[src/rtl/ras_pkg.sv]
// ras_pkg: shared types and widths for the RAS sequencing controller.
//   ras_ctrl_state_e : controller states (RUN / POP / FIX)
//   ras_ckpt_t       : checkpoint record {depth, top}
//   RAS_DEPTH_W      : width of the shadow depth counter
// The RAS entry count comes from the RAS_SIZE macro (default 8).
`ifndef RAS_SIZE
`define RAS_SIZE 8
`endif

package ras_pkg;

  localparam int RAS_SIZE_DEF = `RAS_SIZE;
  localparam int RAS_DEPTH_W  = $clog2(RAS_SIZE_DEF) + 1;

  typedef enum logic [1:0] {
    RUN = 2'd0,
    POP = 2'd1,
    FIX = 2'd2
  } ras_ctrl_state_e;

  typedef struct packed {
    logic [RAS_DEPTH_W-1:0] depth;
    logic [31:0]            top;
  } ras_ckpt_t;

endpackage

[src/rtl/ras_ctrl_if.sv]
// ras_ctrl_if: fetch/RAS-side bus of the RAS controller.
//   master : fetch stage + RAS (drives flags, checkpoint/recover, RAS top)
//   slave  : ras_ctrl (drives RAS commands, prediction, fetch stall)
interface ras_ctrl_if #(
  parameter int NUM_CKPT = 4,
  parameter int TAG_W    = (NUM_CKPT > 1) ? $clog2(NUM_CKPT) : 1
);

  logic             if_valid;
  logic [31:0]      if_pc;
  logic             if_is_call;
  logic             if_is_return;
  logic             ckpt_save;
  logic [TAG_W-1:0] ckpt_tag;
  logic             recover_en;
  logic [TAG_W-1:0] recover_tag;
  logic [31:0]      ras_next_pc;
  logic             ras_valid;
  logic             ras_write_en;
  logic             ras_clear_en;
  logic [31:0]      ras_current_pc;
  logic             predict_valid;
  logic [31:0]      predict_pc;
  logic             fetch_stall;

  modport master (
    output if_valid, if_pc, if_is_call, if_is_return,
    output ckpt_save, ckpt_tag, recover_en, recover_tag,
    output ras_next_pc, ras_valid,
    input  ras_write_en, ras_clear_en, ras_current_pc,
    input  predict_valid, predict_pc, fetch_stall
  );

  modport slave (
    input  if_valid, if_pc, if_is_call, if_is_return,
    input  ckpt_save, ckpt_tag, recover_en, recover_tag,
    input  ras_next_pc, ras_valid,
    output ras_write_en, ras_clear_en, ras_current_pc,
    output predict_valid, predict_pc, fetch_stall
  );

endinterface

[src/rtl/ras_ckpt_file.sv]
// ras_ckpt_file: NUM_CKPT x ras_ckpt_t checkpoint register file.
//   clock, reset : clock, async active-high reset (all slots cleared)
//   we/waddr/wdata : single write port, lands on the rising edge
//   raddr/rdata    : asynchronous read port
module ras_ckpt_file
  import ras_pkg::*;
#(
  parameter int NUM_CKPT = 4,
  parameter int TAG_W    = (NUM_CKPT > 1) ? $clog2(NUM_CKPT) : 1
) (
  input  logic             clock,
  input  logic             reset,
  input  logic             we,
  input  logic [TAG_W-1:0] waddr,
  input  ras_ckpt_t        wdata,
  input  logic [TAG_W-1:0] raddr,
  output ras_ckpt_t        rdata
);

  ras_ckpt_t mem [NUM_CKPT];

  always_ff @(posedge clock or posedge reset) begin
    if (reset) begin
      for (int unsigned i = 0; i < NUM_CKPT; i++) begin
        mem[i] <= '0;
      end
    end else if (we) begin
      mem[waddr] <= wdata;
    end
  end

  assign rdata = mem[raddr];

endmodule

[src/rtl/ras_ctrl.sv]
// ras_ctrl: return address stack sequencing controller.
//   Turns predecoded call/return flags into RAS push/pop/replace commands,
//   forwards the RAS top as return prediction, keeps a shadow depth and
//   per-branch checkpoints, and on recover_en replays pops plus one
//   replace/push so the RAS matches the checkpoint (fetch stalled meanwhile).
// Ports:
//   clock, reset : clock, async active-high reset
//   bus          : ras_ctrl_if.slave (fetch flags, checkpoint/recover,
//                  RAS top in; RAS commands, prediction, fetch_stall out)
//   stat_*       : 32-bit saturating event counters, only when
//                  RAS_CTRL_STATS_EN is defined
// Commands and predictions are combinational; state/depth are registered.
module ras_ctrl
  import ras_pkg::*;
#(
  parameter int RAS_SIZE = `RAS_SIZE,
  parameter int NUM_CKPT = 4
) (
  input  logic        clock,
  input  logic        reset,
  ras_ctrl_if.slave   bus
`ifdef RAS_CTRL_STATS_EN
  ,
  output logic [31:0] stat_push,
  output logic [31:0] stat_pop,
  output logic [31:0] stat_repair,
  output logic [31:0] stat_underflow
`endif
);

  localparam int TAG_W = (NUM_CKPT > 1) ? $clog2(NUM_CKPT) : 1;
  localparam logic [RAS_DEPTH_W-1:0] DEPTH_MAX = RAS_DEPTH_W'(RAS_SIZE - 1);

  ras_ctrl_state_e        state;
  logic [RAS_DEPTH_W-1:0] depth;
  logic [RAS_DEPTH_W-1:0] depth_next;
  logic [RAS_DEPTH_W-1:0] tgt_depth;
  logic [31:0]            tgt_top;

  logic        write_en;
  logic        clear_en;
  logic [31:0] current_pc;
  logic        pred_valid;
  logic [31:0] pred_pc;
  logic        stall;
  logic        underflow;

  logic        ckpt_we;
  ras_ckpt_t   ckpt_wdata;
  ras_ckpt_t   ckpt_rdata;

  // Validity comes from the shadow depth, not the RAS's own flag.
  logic unused_ras_valid;
  assign unused_ras_valid = bus.ras_valid;

  ras_ckpt_file #(
    .NUM_CKPT (NUM_CKPT),
    .TAG_W    (TAG_W)
  ) u_ckpt (
    .clock (clock),
    .reset (reset),
    .we    (ckpt_we),
    .waddr (bus.ckpt_tag),
    .wdata (ckpt_wdata),
    .raddr (bus.recover_tag),
    .rdata (ckpt_rdata)
  );

  always_comb begin
    write_en   = 1'b0;
    clear_en   = 1'b0;
    current_pc = '0;
    pred_valid = 1'b0;
    pred_pc    = '0;
    depth_next = depth;
    ckpt_we    = 1'b0;
    underflow  = 1'b0;
    stall      = (state != RUN) | bus.recover_en;

    // recover_en overrides everything: no command this cycle.
    if (!bus.recover_en) begin
      unique case (state)
        RUN: begin
          ckpt_we = bus.ckpt_save;
          if (bus.if_valid) begin
            if (bus.if_is_call && bus.if_is_return) begin
              write_en   = 1'b1;
              clear_en   = 1'b1;
              current_pc = bus.if_pc;
              pred_valid = (depth != '0);
              pred_pc    = (depth != '0) ? bus.ras_next_pc : '0;
            end else if (bus.if_is_call) begin
              write_en   = 1'b1;
              current_pc = bus.if_pc;
              // RAS drops its oldest entry when full; depth saturates.
              if (depth != DEPTH_MAX) depth_next = depth + 1'b1;
            end else if (bus.if_is_return) begin
              if (depth != '0) begin
                clear_en   = 1'b1;
                pred_valid = 1'b1;
                pred_pc    = bus.ras_next_pc;
                depth_next = depth - 1'b1;
              end else begin
                underflow = 1'b1;
              end
            end
          end
        end
        POP: begin
          if (depth > tgt_depth) begin
            clear_en   = 1'b1;
            depth_next = depth - 1'b1;
          end
        end
        FIX: begin
          // RAS stores current_pc+4, so feed it the checkpointed top minus 4.
          if (depth == tgt_depth && tgt_depth != '0) begin
            write_en   = 1'b1;
            clear_en   = 1'b1;
            current_pc = tgt_top - 32'd4;
          end else if (depth < tgt_depth) begin
            write_en   = 1'b1;
            current_pc = tgt_top - 32'd4;
            depth_next = depth + 1'b1;
          end
        end
        default: ;
      endcase
    end

    ckpt_wdata.depth = depth_next;
    ckpt_wdata.top   = (bus.if_valid && bus.if_is_call) ? (bus.if_pc + 32'd4)
                                                        : bus.ras_next_pc;
  end

  always_ff @(posedge clock or posedge reset) begin
    if (reset) begin
      state     <= RUN;
      depth     <= '0;
      tgt_depth <= '0;
      tgt_top   <= '0;
    end else begin
      depth <= depth_next;
      if (bus.recover_en) begin
        tgt_depth <= ckpt_rdata.depth;
        tgt_top   <= ckpt_rdata.top;
        state     <= POP;
      end else begin
        unique case (state)
          RUN:     state <= RUN;
          POP:     if (depth <= tgt_depth) state <= FIX;
          FIX:     state <= RUN;
          default: state <= RUN;
        endcase
      end
    end
  end

  assign bus.ras_write_en   = write_en;
  assign bus.ras_clear_en   = clear_en;
  assign bus.ras_current_pc = current_pc;
  assign bus.predict_valid  = pred_valid;
  assign bus.predict_pc     = pred_pc;
  assign bus.fetch_stall    = stall;

`ifdef RAS_CTRL_STATS_EN
  always_ff @(posedge clock or posedge reset) begin
    if (reset) begin
      stat_push      <= '0;
      stat_pop       <= '0;
      stat_repair    <= '0;
      stat_underflow <= '0;
    end else begin
      if (write_en && !clear_en && stat_push != '1)  stat_push <= stat_push + 1'b1;
      if (clear_en && !write_en && stat_pop != '1)   stat_pop  <= stat_pop + 1'b1;
      if (bus.recover_en && stat_repair != '1)       stat_repair <= stat_repair + 1'b1;
      if (underflow && stat_underflow != '1)         stat_underflow <= stat_underflow + 1'b1;
    end
  end
`else
  logic unused_underflow;
  assign unused_underflow = underflow;
`endif

endmodule

[src/flat_wrapper.sv]
// flat-port wrapper written by rule: the top's interface ports become plain ports
module ras_ctrl_flat import ras_pkg::*;
#(
  parameter int RAS_SIZE = `RAS_SIZE,
  parameter int NUM_CKPT = 4
)
  (clock, reset, bus_if_valid, bus_if_pc, bus_if_is_call, bus_if_is_return, bus_ckpt_save, bus_ckpt_tag, bus_recover_en, bus_recover_tag, bus_ras_next_pc, bus_ras_valid, bus_ras_write_en, bus_ras_clear_en, bus_ras_current_pc, bus_predict_valid, bus_predict_pc, bus_fetch_stall);
  ras_ctrl_if #(.NUM_CKPT(NUM_CKPT)) bus_i ();
  input  logic clock;
  input  logic reset;
  input wire logic [$bits(bus_i.if_valid)-1:0] bus_if_valid;
  input wire logic [$bits(bus_i.if_pc)-1:0] bus_if_pc;
  input wire logic [$bits(bus_i.if_is_call)-1:0] bus_if_is_call;
  input wire logic [$bits(bus_i.if_is_return)-1:0] bus_if_is_return;
  input wire logic [$bits(bus_i.ckpt_save)-1:0] bus_ckpt_save;
  input wire logic [$bits(bus_i.ckpt_tag)-1:0] bus_ckpt_tag;
  input wire logic [$bits(bus_i.recover_en)-1:0] bus_recover_en;
  input wire logic [$bits(bus_i.recover_tag)-1:0] bus_recover_tag;
  input wire logic [$bits(bus_i.ras_next_pc)-1:0] bus_ras_next_pc;
  input wire logic [$bits(bus_i.ras_valid)-1:0] bus_ras_valid;
  output wire logic [$bits(bus_i.ras_write_en)-1:0] bus_ras_write_en;
  output wire logic [$bits(bus_i.ras_clear_en)-1:0] bus_ras_clear_en;
  output wire logic [$bits(bus_i.ras_current_pc)-1:0] bus_ras_current_pc;
  output wire logic [$bits(bus_i.predict_valid)-1:0] bus_predict_valid;
  output wire logic [$bits(bus_i.predict_pc)-1:0] bus_predict_pc;
  output wire logic [$bits(bus_i.fetch_stall)-1:0] bus_fetch_stall;
  assign bus_i.if_valid = bus_if_valid;
  assign bus_i.if_pc = bus_if_pc;
  assign bus_i.if_is_call = bus_if_is_call;
  assign bus_i.if_is_return = bus_if_is_return;
  assign bus_i.ckpt_save = bus_ckpt_save;
  assign bus_i.ckpt_tag = bus_ckpt_tag;
  assign bus_i.recover_en = bus_recover_en;
  assign bus_i.recover_tag = bus_recover_tag;
  assign bus_i.ras_next_pc = bus_ras_next_pc;
  assign bus_i.ras_valid = bus_ras_valid;
  assign bus_ras_write_en = bus_i.ras_write_en;
  assign bus_ras_clear_en = bus_i.ras_clear_en;
  assign bus_ras_current_pc = bus_i.ras_current_pc;
  assign bus_predict_valid = bus_i.predict_valid;
  assign bus_predict_pc = bus_i.predict_pc;
  assign bus_fetch_stall = bus_i.fetch_stall;
  ras_ctrl #(.RAS_SIZE(RAS_SIZE), .NUM_CKPT(NUM_CKPT)) u_core (.clock(clock), .reset(reset), .bus(bus_i));
endmodule
[config.mk]
export PLATFORM = sky130hd
export DESIGN_NAME = ras_ctrl_flat
export DESIGN_NICKNAME = d
export VERILOG_FILES = /design/src/rtl/ras_pkg.sv /design/src/rtl/ras_ctrl_if.sv /design/src/rtl/ras_ckpt_file.sv /design/src/rtl/ras_ctrl.sv /design/src/flat_wrapper.sv
export SDC_FILE = /design/constraint.sdc
export NUM_CORES = 1
export LEC_CHECK = 0
export CAP_MARGIN = 20
export CELL_PAD_IN_SITES_DETAIL_PLACEMENT = 0
export CELL_PAD_IN_SITES_GLOBAL_PLACEMENT = 1
export CORE_ASPECT_RATIO = 1.2
export CORE_UTILIZATION = 48
export CTS_BUF_LIST = sky130_fd_sc_hd__clkbuf_8
export DETAILED_ROUTE_END_ITERATION = 6
export GPL_TIMING_DRIVEN = 0
export PLACE_DENSITY = 0.95
export SETUP_SLACK_MARGIN = 0.3
export SYNTH_ARGS = -nofsm -noshare
export SYNTH_HDL_FRONTEND = slang
export SYNTH_SLANG_ARGS = --single-unit
[constraint.sdc]
create_clock -name clock -period 16.91 [get_ports clock]
set_input_delay 1.691 -clock clock [delete_from_list [all_inputs] [get_ports clock]]
set_output_delay 1.691 -clock clock [all_outputs]
set_load 0.05 [all_outputs]
==> reports/results.ini, run 1 <==
[floorplanning]
die-width_um=138
initial_utilization_pct=49.2
die_area_mm2=0.0229
io_pins=144
coreArea_mm2=0.0218
rows=59
die_height_um=166

[layout]
diodes=0
fin_util_pct=59.4
area_delta_synth_final_pct=20.6
final_cell_mix=dfrtp_1, clkdlybuf4s50_1, nand2_1
num-fill-cells=1860
final_common_cell=dfrtp_1
fin_nets=1326
drive_gt1_share_pct=15.0

[synthesis]
synth_area_leaders=dfrtp_1, mux2_2, mux4_2
syn_area_mm2=0.0107
ys_ff_latch=186
synth-edff-count=0
synth_top_area_cell=dfrtp_1
synth_top_area_share_pct=43.4
synth_async_sr_flop_share_pct=100
ys_seq_area_share_pct=43.4
syn_nets=1164
synth_top_flop_cell=dfrtp_1
netlist_instances=1080
ys_types=61
syn_area_per_cell_um2=9.93
ys_warn_count=0

[critical_path]
worst-path-max-fanout=10
start_kind=input pin
timing.rr.start=u_core.state[1]$_DFFE_PP0P_
reg2reg_slack_ns=13.76
crit_family=buffers and inverters
cp_slowest_cell=clkdlybuf4s50_1
cp-end-kind=primary output
critPathKind=input pin to primary output
critical_path_arrival_ns=4.91
cpPeakStageDelay_ns=0.89
reg2regPathDepth=5
crit_top_cell=clkdlybuf4s50_1
crit_required_ns=15.22
r2r_end=u_core.u_ckpt.mem[5]$_DFFE_PP0P_
cp_cell_sequence=clkdlybuf4s50_1, nand2_1, nor3_1, clkbuf_1, a21oi_1, a211oi_1, clkdlybuf4s50_1
critPathBufInv=3

[run_status]
violations=DRC
outcome=complete, but fails checks

[placed_design]
port_buffers=138
dp_hpwl_um=23900
pre_cts_slack_ns=10.38
place_congestion=0.889

[timing]
fin_skew_ns=0.0161
finalSetupViolations=0
setup_slack_ns=10.31
slew_violations=0
grt_setup_unrepaired=no
hold_viol=0
period_minus_slack_ns=6.60
fin_setup_tns_ns=0
max_freq_mhz=152
worst_pin_slew_ns=0.993
slew_headroom_pct=33.8
finalCritPeriodShare_pct=39.0

[cts]
cts_resized=0
clkTransAtPathRegs_ns=0.10
clockRootBuffer=clkbuf_8
clk_path_buf_depth=2
cts_tree=done
insertion_delay_ns=0.49
cts_setup_buffers=0
htree_levels=4
cts_inserted_buffers=17
cts.sinks=186
hold_buffers=0

[grt]
grt_max_degree=119
overflow=0
gr-usage-all-layers_pct=29.7
grt_first_pass_wirelength_um=52300
antenna_found_initial=0
grt_pass1_vias=9277

[drt]
wirelength_um=33200
first_iter_violations=853
drc=18
postRouteAntennaNets=0
viasPerCell=6.21
drtPass1Iterations=7
wl_per_cell_um=21.7
vias=9500

[flow_run]
max_cap_viol_count=0

[hold_path]
min_to=u_core.u_ckpt.mem[90]$_DFFE_PP0P_
holdCritPathClass=register to register
hold_depth=2
hold_path_startpoint=u_core.u_ckpt.mem[90]$_DFFE_PP0P_

[pwr]
power.density_mw_per_mm2=137
peakVddDrop_mv=0.0626
leakage_nw=5.10

through the flow:
step / power (mW) / cell area [um2] / hold slack [ns] / std cells
4_1_cts: 1.76 / 12900 / 0.491 / 1527
6_report: 1.77 / 12900 / 0.491 / 1529
3_5_place_dp: 1.45 / 12500 / 0.467 / 1495
3_3_place_gp: 1.41 / 12400 / 0.457 / 1492
5_1_grt: 1.87 / 12900 / 0.508 / 1529
2_1_floorplan: 1.24 / 10700 / 0.441 / 1080
worst max path at each step:
stage | from | endpoint | slack [ns] | cells after the start
2_1_floorplan | reset | u_core.depth[0]$_DFF_PP0_ | 10.16 | 1
6_report | bus_if_is_call | bus_ras_current_pc[22] | 10.31 | 7
3_5_place_dp | bus_if_is_call | bus_ras_current_pc[22] | 10.38 | 7
5_1_grt | bus_recover_en | bus_ras_current_pc[23] | 10.20 | 8
4_1_cts | bus_if_is_call | bus_ras_current_pc[22] | 10.35 | 7
3_3_place_gp | reset | u_core.u_ckpt.mem[93]$_DFFE_PP0P_ | 7.82 | 2
worst reg2reg max path, cell delays in order, from the launching register on:
cell	delay, ns
dfrtp_1	0.46
nor3_1	0.62
and4_1	0.30
clkbuf_1	0.64
buf_1	0.63
mux2_2	0.41
routing by layer:
metal	share of wire [%]	vias to the layer above	wire, um	track usage [%]
met2	50	444	16600	50.3
met5	0	-	0	0
met1	40	4728	13300	38.5
met4	2.8	0	939	10.7
li1	-	4264	-	-
met3	6.8	64	2250	4.76
report_power, final:
| group | switching (mW) | internal [mW] | total [mW] |
|---|---|---|---|
| Combinational | 0.349 | 0.322 | 0.671 |
| Clock | 0.186 | 0.125 | 0.311 |
| Sequential | 0.142 | 0.643 | 0.784 |
Yosys cell counts (21+ instances only):
library cell and n:
and2_1 34, nand4_1 21, nand2_1 126, a21oi_1 36, dfrtp_1 186, clkbuf_1 53
nor3_1 38, mux4_2 36, nor2_1 85, o21ai_0 72, mux2_2 91, xnor2_1 37
nand3_1 30
area by class of cell:
class / count / area (um2) / share of cell area [%]
repair buffers: 143 / 1440 / 11.1
flip-flops and latches: 186 / 4650 / 36.0
multi-input cells: 802 / 5720 / 44.2
plain buffers: 73 / 285 / 2.21
well taps: 274 / 343 / 2.65
inverters: 19 / 78.8 / 0.610
clock buffers: 17 / 234 / 1.81
clock inverters: 15 / 178 / 1.37
state kept, by name (all words and copies together) (netlist names):
name	flops
u_core.tgt_depth	4
u_core.state	2
u_core.u_ckpt.mem	144
u_core.tgt_top	32
u_core.depth	4
cell families (layout without fill, tap and decap cells):
family / Yosys count / after routing / share of synthesized area, %
and+or+nand+nor: 427 / 427 / 20.2
muxes: 133 / 133 / 17.7
DFF: 186 / 186 / 43.4
buffers and inverters: 92 / 267 / 3.33
xor gates and xnor gates: 46 / 46 / 3.76
AOI/OAI and AO/OA: 188 / 188 / 10.7
adders and majority gates: 8 / 8 / 0.934
Note: power is estimated with default switching activity, not from simulation.
==> run 2: changes to the inputs <==
--- a/config.mk
+++ b/config.mk
@@ -9,11 +9,11 @@
 export CELL_PAD_IN_SITES_DETAIL_PLACEMENT = 0
 export CELL_PAD_IN_SITES_GLOBAL_PLACEMENT = 1
 export CORE_ASPECT_RATIO = 1.2
-export CORE_UTILIZATION = 48
+export CORE_UTILIZATION = 40
 export CTS_BUF_LIST = sky130_fd_sc_hd__clkbuf_8
 export DETAILED_ROUTE_END_ITERATION = 6
 export GPL_TIMING_DRIVEN = 0
-export PLACE_DENSITY = 0.95
+export PLACE_DENSITY = 0.88
 export SETUP_SLACK_MARGIN = 0.3
 export SYNTH_ARGS = -nofsm -noshare
 export SYNTH_HDL_FRONTEND = slang
==> constraint.sdc (replaced) <==
create_clock -name clock -period 6 [get_ports clock]
set_input_delay 0.6 -clock clock [delete_from_list [all_inputs] [get_ports clock]]
set_output_delay 0.6 -clock clock [all_outputs]
set_load 0.05 [all_outputs]
==> run 2 against run 1 <==
  * The run still ends with DRC left
  * Via count decreased by 0.84%
  * Combinational power increased to 2.8 times the previous value
  * Total power increased to 2.8 times the previous value
  * Cell count increased by 3.9%
  * Register-to-register slack got worse by 11 ns
  * Setup slack got worse by 9.7 ns
  * Routed wire length increased by 3.1%
  * Non-clock buffer count decreased by 1
  * Clock power increased to 2.7 times the previous value
  * Critical endpoint is now bus_ras_write_en
  * Largest power group unchanged
==> reports/results.ini, run 2 (synthesis results as in run 1) <==
[layout]
top_register=u_core.u_ckpt.mem
diodes=0  ; unchanged
fin_cells=1589  ; +3.9%
fin_nets=1325  ; -0.075%
seqCellArea_mm2=0.00465  ; unchanged
num-fill-cells=2473  ; +33%
final_cell_mix=dfrtp_1, clkdlybuf4s50_1, nand2_1
fin_area_mm2=0.0130  ; +0.42%
drive_gt1_share_pct=14.9  ; -0.068 points
largest_reg_flops=144  ; unchanged
area_delta_synth_final_pct=21.1
fin_util_pct=49.3  ; -10 points
final_common_cell=dfrtp_1
multiInputGateArea_mm2=0.00572  ; unchanged
top_regs=u_core.u_ckpt.mem x144, u_core.tgt_top x32

[placed_design]
place_congestion=0.888  ; about the same
dpl-instance-area_mm2=0.0126  ; +0.58%
port_buffers=138  ; unchanged
pre_cts_slack_ns=1.25  ; -9.13 ns
place_inst=1556  ; +4.1%
dp_hpwl_um=25000  ; +4.4%

[grt]
grt_max_degree=114  ; -4.2%
grt_first_pass_wirelength_um=53700  ; +2.7%
grt_pass1_vias=9565  ; +3.1%
met1_usage_pct=33.4  ; -5.1 points
grt_util_met3_pct=3.54  ; -1.2 points
gr-max-usage-layer=met2
antenna_found_initial=0  ; unchanged
overflow=0  ; unchanged
grtUsageMet2_pct=43.7  ; -6.6 points
gr-usage-all-layers_pct=25.9  ; -3.8 points

[floorplanning]
die_height_um=181  ; +9.4%
coreArea_mm2=0.0264  ; +21%
die-width_um=151  ; +9.4%
rows=65  ; +10%
die_area_mm2=0.0275  ; +20%
initial_utilization_pct=40.7  ; -8.5 points
io_pins=144  ; unchanged

[cts]
cts_tree=done
cts_setup_buffers=0  ; unchanged
clkTransAtPathRegs_ns=0.09  ; about the same
insertion_delay_ns=0.50  ; about the same
cts.sinks=186  ; unchanged
cts_resized=0  ; unchanged
hold_buffers=0  ; unchanged
clockRootBuffer=clkbuf_8
htree_levels=4  ; unchanged
cts_inserted_buffers=17  ; unchanged
clk_path_buf_depth=2  ; unchanged

[critical_path]
path_depth=9  ; +2
cpPeakStageDelay_ns=0.85  ; -0.04 ns
cp-end-kind=primary output
cp_cell_sequence=ha_1, a21oi_1, o211ai_1, a21oi_1, clkbuf_1, buf_1, nor2_1, nor2_1, clkdlybuf4s50_1
start_kind=register
crit_required_ns=5.40  ; -9.82 ns
critPathKind=register to primary output
critPathBufInv=3  ; unchanged
crit_family=buffers and inverters
critical_path_arrival_ns=4.76  ; -0.15 ns
reg2regPathDepth=5  ; unchanged
cp_slowest_cell=clkdlybuf4s50_1
worst-path-max-fanout=10  ; unchanged

[drt]
wl_per_cell_um=21.5  ; -0.81%
viasPerCell=5.93  ; -4.6%
postRouteAntennaNets=0  ; unchanged
drc=1  ; -17
vias=9420  ; -0.84%
wirelength_um=34200  ; +3.1%
drtPass1Iterations=7  ; unchanged
first_iter_violations=788  ; -7.6%

[pwr]
leakage_nw=5.08  ; -0.33%
peakVddDrop_mv=0.150  ; +140%
power.density_mw_per_mm2=382  ; +180%
finalPower_mw=4.96  ; +180%

[timing]
hold_viol=0  ; unchanged
worst_pin_slew_ns=1.18  ; +0.183 ns
setup_slack_ns=0.635  ; -9.67 ns
finalSetupViolations=0  ; unchanged
period_minus_slack_ns=5.36
finalCritPeriodShare_pct=89.4
grt_setup_unrepaired=no
slew_violations=0  ; unchanged
slew_headroom_pct=20.9  ; -13 points
fin_setup_tns_ns=0  ; unchanged
whs_ns=0.480  ; -0.0113 ns
fin_skew_ns=0.0249  ; +0.00873 ns
max_freq_mhz=186

[hold_path]
hold_depth=2  ; unchanged
holdCritPathClass=register to register

[flow_run]
max_cap_viol_count=0  ; unchanged

[run_status]
violations=DRC
outcome=complete, but fails checks

==> run 2: changes by cell type in the layout (fill, tap and decap cells not counted), sizes merged <==
cell | previous run | this run
inv | 27 | 25
buf | 25 | 24
bufinv | 1 | 0
clkbuf | 70 | 71
clkinv | 5 | 6
clkinvlp | 1 | 2
==> run 2: area by class of cell <==
class,instances,area share [%]
sequential,186,35.8
timing repair buffer,142,11.0
tap,335,3.23
clock buffer,18,1.91
clock inverter,14,1.16
buffer,73,2.20
multi-input combinational,802,44.0
inverter,19,0.607
==> run 2: path summary, 6_finish.rpt <==
path,to,start,slack (ns)
max,bus_ras_write_en,u_core.depth[2]$_DFF_PP0_,0.64
min,u_core.u_ckpt.mem[6]$_DFFE_PP0P_,u_core.u_ckpt.mem[6]$_DFFE_PP0P_,0.48
max reg2reg,u_core.u_ckpt.mem[10]$_DFFE_PP0P_,u_core.state[0]$_DFFE_PP0P_,2.69
min reg2reg,u_core.u_ckpt.mem[6]$_DFFE_PP0P_,u_core.u_ckpt.mem[6]$_DFFE_PP0P_,0.48
max in group asynchronous,u_core.u_ckpt.mem[127]$_DFFE_PP0P_,reset,4.51
min in group asynchronous,u_core.u_ckpt.mem[37]$_DFFE_PP0P_,reset,0.56
==> run 2: routing by layer <==
layer	part of all wire [%]	vias to the layer above
met1	41	4678
met2	50	422
met4	3.1	0
met3	6.5	69
li1	-	4251
met5	0	-
==> run 2: worst reg2reg max path, cell delays in order (launching register included) <==
cell      delay (ns)
dfrtp_1         0.43
nor3_1          0.69
and4_1          0.29
clkbuf_1        0.75
buf_1           0.64
mux2_2          0.42
==> run 2: power breakdown <==
group	switching (mW)	internal, mW
combinational	0.996	0.904
sequential	0.395	1.81
clock	0.528	0.321
total	1.92	3.04
==> run 3: changes to the inputs <==
--- a/config.mk
+++ b/config.mk
@@ -5,7 +5,7 @@
 export SDC_FILE = /design/constraint.sdc
 export NUM_CORES = 1
 export LEC_CHECK = 0
-export CAP_MARGIN = 20
+export CAP_MARGIN = 10
 export CELL_PAD_IN_SITES_DETAIL_PLACEMENT = 0
 export CELL_PAD_IN_SITES_GLOBAL_PLACEMENT = 1
 export CORE_ASPECT_RATIO = 1.2
==> run 3 against run 2 <==
  * Hold slack gained 0.0025 ns
  * The run now ends clean
  * First-iteration DRC count shrank 3.4%
  * Non-clock buffer count shrank 1
  * Register-to-register slack gained 0.12 ns
  * Global-route usage shrank 0.24 points
  * Critical endpoint unchanged
  * Critical path depth is the same
  * Combinational power is essentially flat
  * Via count shrank 0.33%
  * Die area is the same
  * Sequential cell count is the same
  * Maximum frequency shrank 2.4%
  * Largest power group unchanged
==> reports/results.ini, run 3 (synthesis results as in run 1) <==
[timing]
max_freq_mhz=182  ; -2.4%
finalSetupViolations=0  ; unchanged
slew_violations=0  ; unchanged
setup_slack_ns=0.502  ; -0.134 ns
slew_headroom_pct=20.4  ; -0.50 points
grt_setup_unrepaired=no
whs_ns=0.482  ; +0.00252 ns
fin_skew_ns=0.0242  ; -0.000655 ns
period_minus_slack_ns=5.50  ; +0.134 ns
worst_pin_slew_ns=1.19  ; +0.0119 ns
finalCritPeriodShare_pct=91.6  ; +2.2 points
hold_viol=0  ; unchanged

[layout]
drive_gt1_share_pct=14.8  ; -0.068 points
fin_cells=1588  ; -0.063%
fin_area_mm2=0.0130  ; about the same
diodes=0  ; unchanged
final_cell_mix=dfrtp_1, clkdlybuf4s50_1, nand2_1
num-fill-cells=2480  ; +0.28%
area_delta_synth_final_pct=21.1  ; about the same
top_register=u_core.u_ckpt.mem
largest_reg_flops=144  ; unchanged
final_common_cell=dfrtp_1
fin_nets=1324  ; -0.075%
top_regs=u_core.u_ckpt.mem x144, u_core.tgt_top x32

[drt]
viasPerCell=5.91  ; -0.27%
drtPass1Iterations=5  ; -2
wirelength_um=33900  ; -0.98%
wl_per_cell_um=21.3  ; -0.92%
drc=0  ; -1
first_iter_violations=761  ; -3.4%
vias=9389  ; -0.33%
postRouteAntennaNets=0  ; unchanged

[cts]
clockRootBuffer=clkbuf_8
clk_path_buf_depth=2  ; unchanged
cts.sinks=186  ; unchanged
cts_tree=done
clkTransAtPathRegs_ns=0.10  ; about the same
hold_buffers=0  ; unchanged
cts_inserted_buffers=17  ; unchanged
insertion_delay_ns=0.50  ; about the same
htree_levels=4  ; unchanged
cts_setup_buffers=0  ; unchanged
cts_resized=0  ; unchanged

[pwr]
leakage_nw=5.09  ; +0.15%
peakVddDrop_mv=0.145  ; -3.0%
power.density_mw_per_mm2=383  ; +0.46%
finalPower_mw=4.98  ; +0.47%

[critical_path]
reg2regPathDepth=5  ; unchanged
cp_slowest_cell=clkdlybuf4s50_1
critPathBufInv=3  ; unchanged
crit_required_ns=5.40  ; about the same
critPathKind=register to primary output
path_depth=9  ; unchanged
cp-end-kind=primary output
worst-path-max-fanout=10  ; unchanged
reg2reg_slack_ns=2.81  ; +0.12 ns
crit_family=buffers and inverters
timing.rr.start=u_core.state[0]$_DFFE_PP0P_
cp_cell_sequence=ha_1, a21oi_1, o211ai_1, a21oi_1, clkbuf_1, buf_1, nor2_1, nor2_1, clkdlybuf4s50_1
start_kind=register
critical_path_arrival_ns=4.90  ; +0.14 ns
r2r_end=u_core.u_ckpt.mem[10]$_DFFE_PP0P_
cpPeakStageDelay_ns=0.84  ; about the same

[placed_design]
port_buffers=138  ; unchanged
place_inst=1555  ; -0.064%
dp_hpwl_um=25000  ; +0.13%
pre_cts_slack_ns=1.07  ; -0.183 ns
dpl-instance-area_mm2=0.0126  ; about the same
place_congestion=0.888  ; unchanged

[flow_run]
max_cap_viol_count=0  ; unchanged

[hold_path]
min_to=u_core.u_ckpt.mem[6]$_DFFE_PP0P_
hold_depth=2  ; unchanged
hold_path_startpoint=u_core.u_ckpt.mem[6]$_DFFE_PP0P_
holdCritPathClass=register to register

[floorplanning]
die_area_mm2=0.0275  ; unchanged
coreArea_mm2=0.0264  ; unchanged
io_pins=144  ; unchanged
die-width_um=151  ; unchanged
die_height_um=181  ; unchanged
rows=65  ; unchanged
initial_utilization_pct=40.7  ; unchanged

[grt]
gr-usage-all-layers_pct=25.7  ; -0.24 points
grt_pass1_vias=9416  ; -1.6%
grt_max_degree=114  ; unchanged
grt_first_pass_wirelength_um=53000  ; -1.3%
overflow=0  ; unchanged
antenna_found_initial=0  ; unchanged

[run_status]
outcome=finished, final reports clean

run 3: changes by cell type in the layout (fill, tap and decap cells not counted):
| cell | change |
|---|---|
| clkinvlp_4 | -2 |
| inv_8 | -1 |
| clkinv_2 | +1 |
| buf_6 | -1 |
| clkinv_4 | -1 |
| clkbuf_8 | -1 |
| bufinv_16 | +1 |
| inv_6 | +3 |
run 3: report_power, final:
part | total, mW | internal [mW] | switching (mW)
clock | 0.881 | 0.352 | 0.529
combinational | 1.89 | 0.903 | 0.987
sequential | 2.21 | 1.81 | 0.397
run 3: layout make-up:
type / count / area [um2] / share of cell area, %
Timing Repair Buffer: 141 / 1420 / 10.9
Multi-Input combinational cell: 802 / 5720 / 44.0
Buffer: 73 / 285 / 2.20
Tap cell: 335 / 419 / 3.23
Sequential cell: 186 / 4650 / 35.8
Inverter: 19 / 78.8 / 0.607
Clock inverter: 15 / 176 / 1.36
Clock buffer: 17 / 234 / 1.80
run 3: metal layers:
layer | track usage (%) | part of all wire, % | up-vias | wire (um)
met4 | 9.68 | 3.1 | 0 | 1040
li1 | - | - | 4243 | -
met2 | 43.1 | 50 | 387 | 17000
met5 | 0 | 0 | - | 0
met1 | 33.5 | 40 | 4695 | 13700
met3 | 3.26 | 6.4 | 64 | 2160
run 3: worst max path at each step:
stage | start | end | slack [ns]
2_1_floorplan | reset | u_core.depth[0]$_DFF_PP0_ | 0.34
3_3_place_gp | reset | u_core.u_ckpt.mem[139]$_DFFE_PP0P_ | -2.10
3_5_place_dp | bus_recover_en | bus_ras_current_pc[27] | 1.07
4_1_cts | u_core.depth[2]$_DFF_PP0_ | bus_ras_write_en | 0.70
5_1_grt | u_core.depth[2]$_DFF_PP0_ | bus_ras_current_pc[16] | 0.53
6_report | u_core.depth[2]$_DFF_PP0_ | bus_ras_write_en | 0.50
run 3: worst register-to-register path: stages (launching register included):
cell	delay (ns)
dfrtp_1	0.44
nor3_1	0.66
and4_1	0.28
clkbuf_1	0.66
buf_1	0.65
mux2_2	0.42
run 3: through the flow:
stage / setup TNS (ns) / util, %
6_report: 0 / 49.3
5_1_grt: 0 / 49.3
3_5_place_dp: 0 / 47.7
3_3_place_gp: -387.09 / 47.5
2_1_floorplan: 0 / -
4_1_cts: 0 / 49.3
